<file path="config.mk">
export PLATFORM = sky130hd
export DESIGN_NAME = alu_issue_pipe
export DESIGN_NICKNAME = d
export VERILOG_FILES = /design/src/rtl/alu_issue_pipe_pkg.sv /design/src/rtl/alu_issue_pipe_alu.sv /design/src/rtl/alu_issue_pipe.sv
export SDC_FILE = /design/constraint.sdc
export NUM_CORES = 1
export LEC_CHECK = 0
export CAP_MARGIN = 20
export CORE_ASPECT_RATIO = 0.75
export CORE_MARGIN = 4
export CORE_UTILIZATION = 50
export DETAILED_ROUTE_END_ITERATION = 7
export GPL_ROUTABILITY_DRIVEN = 0
export PLACE_DENSITY = 0.76
export SLEW_MARGIN = 0
export SYNTH_ARGS = -nofsm -noshare
export SYNTH_HDL_FRONTEND = slang
export SYNTH_SLANG_ARGS = --single-unit
</file>
<file path="constraint.sdc">
create_clock -name clk -period 10.8 [get_ports clk]
set_input_delay 2.16 -clock clk [delete_from_list [all_inputs] [get_ports clk]]
set_output_delay 2.16 -clock clk [all_outputs]
set_load 0.1 [all_outputs]
</file>
<file path="src/rtl/alu_issue_pipe_pkg.sv">
// alu_issue_pipe_pkg: shared opcodes, datapath width and the captured-result record
package alu_issue_pipe_pkg;
  localparam int W = 16;
  typedef enum logic [2:0] {
    OPC_NEG   = 3'd0,
    OPC_INC   = 3'd1,
    OPC_ADD   = 3'd2,
    OPC_ADDSH = 3'd3,
    OPC_AND   = 3'd4,
    OPC_OR    = 3'd5,
    OPC_PACK  = 3'd6,
    OPC_ILL   = 3'd7
  } opc_e;
  typedef struct packed {
    logic [W-1:0] w;
    logic         zer;
    logic         neg;
    logic         ill;
  } res_t;
endpackage

</file>
<file path="src/rtl/alu_issue_pipe_alu.sv">
// alu_issue_pipe_alu: 16-bit combinational ALU producing result, zero/negative and illegal-opcode flags
module alu_issue_pipe_alu
  import alu_issue_pipe_pkg::*;
(
  input  opc_e         opc_i,
  input  logic [W-1:0] a_i,
  input  logic [W-1:0] b_i,
  input  logic         cin_i,
  output res_t         res_o
);
  logic [W-1:0] w;
  always_comb begin
    w = '0;
    case (opc_i)
      OPC_NEG:   w = -a_i;
      OPC_INC:   w = a_i + W'(1);
      OPC_ADD:   w = a_i + b_i + W'(cin_i);
      OPC_ADDSH: w = a_i + {b_i[W-1], b_i[W-1:1]};
      OPC_AND:   w = a_i & b_i;
      OPC_OR:    w = a_i | b_i;
      OPC_PACK:  w = {a_i[7:0], b_i[7:0]};
      default:   w = '0;
    endcase
  end
  assign res_o = '{w: w, zer: ~|w, neg: w[W-1], ill: opc_i == OPC_ILL};
endmodule

</file>
<file path="src/rtl/alu_issue_pipe.sv">
// alu_issue_pipe: two-stage valid/ready issue/capture wrapper around the ALU with accumulator forwarding
module alu_issue_pipe
  import alu_issue_pipe_pkg::*;
#(
  parameter int CNT_W = 8
) (
  input  logic             clk,
  input  logic             rst_n,
  input  logic             cmd_valid,
  output logic             cmd_ready,
  input  logic [2:0]       cmd_opc,
  input  logic [W-1:0]     cmd_a,
  input  logic [W-1:0]     cmd_b,
  input  logic             cmd_cin,
  input  logic             cmd_acc,
  output logic             res_valid,
  input  logic             res_ready,
  output logic [W-1:0]     res_w,
  output logic             res_zer,
  output logic             res_neg,
  output logic             res_ill,
  output logic [W-1:0]     acc_q,
  output logic [CNT_W-1:0] done_cnt
);
  logic             s1_valid_q, res_valid_q, s1_cin_q;
  opc_e             s1_opc_q;
  logic [W-1:0]     s1_a_q, s1_b_q, a_d;
  logic [CNT_W-1:0] cnt_q;
  res_t             res_q, alu_res;
  logic             adv, accept;
  assign adv       = !res_valid_q || res_ready;
  assign cmd_ready = !s1_valid_q || adv;
  assign accept    = cmd_valid && cmd_ready;
  // a full S1 only accepts while advancing, so the live ALU output is the next accumulator
  assign a_d = cmd_acc ? (s1_valid_q ? alu_res.w : acc_q) : cmd_a;
  alu_issue_pipe_alu alu_behavioral (
    .opc_i(s1_opc_q),
    .a_i  (s1_a_q),
    .b_i  (s1_b_q),
    .cin_i(s1_cin_q),
    .res_o(alu_res)
  );
  always_ff @(posedge clk) begin
    if (!rst_n) begin
      s1_valid_q  <= 1'b0;
      s1_opc_q    <= OPC_NEG;
      s1_a_q      <= '0;
      s1_b_q      <= '0;
      s1_cin_q    <= 1'b0;
      res_valid_q <= 1'b0;
      res_q       <= '{w: '0, zer: 1'b1, neg: 1'b0, ill: 1'b0};
      acc_q       <= '0;
      cnt_q       <= '0;
    end else begin
      if (accept) begin
        s1_valid_q <= 1'b1;
        s1_opc_q   <= opc_e'(cmd_opc);
        s1_a_q     <= a_d;
        s1_b_q     <= cmd_b;
        s1_cin_q   <= cmd_cin && opc_e'(cmd_opc) == OPC_ADD;
      end else if (adv) begin
        s1_valid_q <= 1'b0;
      end
      if (s1_valid_q && adv) begin
        res_q       <= alu_res;
        res_valid_q <= 1'b1;
        acc_q       <= alu_res.w;
      end else if (res_ready) begin
        res_valid_q <= 1'b0;
      end
      if (res_valid_q && res_ready) cnt_q <= cnt_q + CNT_W'(1);
    end
  end
  assign res_valid = res_valid_q;
  assign res_w     = res_q.w;
  assign res_zer   = res_q.zer;
  assign res_neg   = res_q.neg;
  assign res_ill   = res_q.ill;
  assign done_cnt  = cnt_q;
endmodule

</file>
==> qor.txt <==
Final global-route overflow total = 0
Detailed-placement wirelength estimate = 13,500 um
Type of element launching the critical path = primary input
Clock tree from TritonCTS = yes
Total cell area at the placement stage = 6640 um^2
Final-report max-slew violation count = 0
Result of the run = finished clean
Cell at the root of the clock tree = clkbuf_16
Final clock period utilization by the worst path = 58.9%
Ratio of total power to cell area = 123 nW/um^2
Drt wl/cell = 18.8 um
Worst Path Class, Setup = primary input to output pin
CTS hold repair buffers = 0
Setup tns final = 0 ns
Commonest register cell after synthesis = dfxtp_1
Insertion delay of the later-clocked pin in the worst-skew pair = 0.34 ns
Area of the die = 13,600 um^2
Worst slack, placed = 4.46 ns
Number of search-and-repair iterations in the first detailed-routing pass = 6
Share of the yosys chip area belonging to registers = 21.8%
Wire length of the first global-routing pass = 29,100 um
Yosys warning total = 0
Filler cell count in the final layout = 953
RSZ-0062 raised after global routing = false
Level count of the clock H-tree = 3
Fraction of registers with async set or reset after synthesis = 0%
Critical Path AT = 4.21 ns
Count of flip-flops with a built-in enable after synthesis = 0
Peak supply drop = 0.0790 mV
Synthesized netlist net count = 862
Slew margin rel. = 30.8%
Final-report hold violation count = 0
Layout Area Growth over Synthesis = 18.5%
Count of distinct cell types in the synthesized netlist = 70
Leakage = 2.83 nW
Final count of negative-setup-slack endpoints = 0
Via count = 6,040
Maximum root-to-sink buffer count = 2
Pin count of the biggest net entering global routing = 65
Max Cap Violations = 0
Proportion of layout cells with a drive suffix above 1 = 5.17%
Top post-synthesis cells by area = dfxtp_1 22%, ha_1 10%, nand2_1 5.9%
Max Clock Freq = 157 MHz
Number of nets at the end of the flow = 900
Overall track demand over capacity in global routing = 26.5%
Floorplan row count = 33
Worst slew pin tran = 1.03 ns
Via count of the first global-routing pass = 5,828
Post-CTS Setup Repair Bufs = 0
Worst Path Max Fanout = 5
Worst Slack Setup Final = 4.43 ns
Die Span X = 133 um
Register clock-pin slew on the reported worst setup and hold paths = 0.06 ns
Initial Utilization = 52.5%
IO Pins = 86
Post-Syn Area per Cell = 7.63 um^2
CP max-delay cell = clkdlybuf4s50_1
Iteration-0 DRC count of the detailed router = 589
Post-route total power = 0.000854 W
Sink Count = 64
Core Util, Final = 62.1%
Core box area = 11,200 um^2
Number of vias per cell after detailed routing = 6.23
Library cell with the largest summed area after synthesis = dfxtp_1
CP Cell Sequence = clkdlybuf4s50_1, nor2b_1, nand2_1, clkdlybuf4s50_1
Cell seen most often among critical-path stages = clkdlybuf4s50_1
Resize count post-CTS = 0
Slowest cell delay on critical path = 1.02 ns
Synth Register Bits = 64
Diodes inserted = 0
Required time at the worst-slack endpoint = 8.64 ns
Post-layout min period = 6.37 ns
Class of the tightest hold or removal check = flip-flop to flip-flop
Area share of the largest cell type after synthesis = 21.8%
Fin area = 6950 um^2
Netlist area before placement = 5870 um^2
CTS Buf Count = 9
Antenna Nets Post-Route = 0
Floorplan die height = 102 um
DRC violation count after routing = 0
Clock Skew = 0.0101 ns
Count of input and output buffers = 85
Antenna violations before repair = 0
Gate count after technology mapping = 769
Drt total wl = 18,200 um
Crit. End Element = output pin
==> registers in the layout (all words and copies together), names as in the netlist <==
| signal | cells |
|---|---|
| s1_a_q | 16 |
| res_ill | 1 |
| s1_cin_q | 1 |
| res_w | 16 |
| res_valid | 1 |
| s1_b_q | 16 |
| done_cnt | 8 |
| s1_opc_q | 3 |
| res_zer | 1 |
| s1_valid_q | 1 |
==> critical path, delay by kind of cell <==
| kind | cells | cell delay (ns) |
|---|---|---|
| buffers and inverters | 2 | 1.52 |
| AND/OR/NAND/NOR | 2 | 0.52 |
==> kinds of logic (layout without fill, tap and decap cells) <==
group | Yosys count | count (layout) | share of synthesized area, %
and+or+nand+nor | 254 | 254 | 22.0
AOI/OAI and AO/OA | 228 | 228 | 26.7
buffers and inverters | 112 | 155 | 8.40
DFF | 64 | 64 | 21.8
adders and majority gates | 52 | 52 | 11.5
xor gates and xnor gates | 36 | 36 | 5.37
muxes | 23 | 23 | 4.26
==> per-stage QoR <==
step                      std cells  hold slack, ns
final                           969           0.492
after global routing            969           0.532
after CTS                       967           0.492
after detailed placement        951           0.482
after global placement          951           0.484
after floorplan                 769           0.467
==> power breakdown <==
group          total [W]  switching, W  internal (W)
registers       0.000278     0.0000274      0.000251
clock network   0.000276      0.000119      0.000157
logic           0.000300      0.000196      0.000104
==> placed cells by master (no fill, tap or decap), drive strengths merged, types with 10 or more instances in the layout <==
cell type / synthesis / layout
nand2: 92 / 92
clkdlybuf4s50: 0 / 84
dfxtp: 64 / 64
nor2: 51 / 51
ha: 49 / 49
inv: 45 / 47
a21oi: 44 / 44
o21ai: 44 / 44
xnor2: 31 / 31
a21boi: 23 / 23
and3: 17 / 17
a211oi: 17 / 17
nand3: 16 / 16
mux2i: 16 / 16
o211a: 16 / 16
o211ai: 14 / 14
o22ai: 13 / 13
nand2b: 11 / 11
buf: 28 / 10
==> path summary, 6_finish.rpt <==
| check | from | endpoint | slack, ns | cells past startpoint |
|---|---|---|---|---|
| worst max-delay path | res_ready | cmd_ready | 4.43 | 4 |
| worst min-delay path | res_ill | res_ill | 0.49 | 2 |
| worst max register to register | s1_opc_q[1] | s1_a_q[13] | 7.07 | 12 |
| worst min register to register | res_ill | res_ill | 0.49 | 2 |
==> routing by layer <==
metal  track usage (%)  up-vias  wire, um
met3              5.56       60      1700
li1                  -     2825         -
met5                 0        -         0
met4              10.8        0       553
met1              34.7     2841      7720
met2              43.1      314      8250
==> final cells by class <==
cell class	count	area, um^2	area share, %
inverter	45	169	2.43
sequential	64	1280	18.4
clock buffer	9	225	3.24
clock inverter	7	55.1	0.792
timing repair buffer	94	928	13.4
multi-input combinational	593	4100	58.9
tap	157	196	2.82
==> cells in the mapped netlist, types with 5 or more instances <==
master / instances
a211o_1: 6
a211oi_1: 17
a21boi_0: 23
a21oi_1: 44
a221oi_1: 7
and2_1: 6
and3_1: 17
buf_2: 7
buf_4: 17
clkbuf_1: 39
dfxtp_1: 64
ha_1: 49
inv_1: 44
mux2_2: 6
mux2i_1: 16
nand2_1: 92
nand2b_1: 11
nand3_1: 16
nand4_1: 9
nor2_1: 51
nor2b_1: 8
nor3_1: 8
nor3b_1: 8
nor4b_1: 5
o211a_1: 16
o211ai_1: 14
o21a_1: 9
o21ai_0: 39
o21ai_1: 5
o22ai_1: 13
or3_1: 5
xnor2_1: 31
xor2_1: 5
No activity file was read; power rests on OpenSTA's default activity.
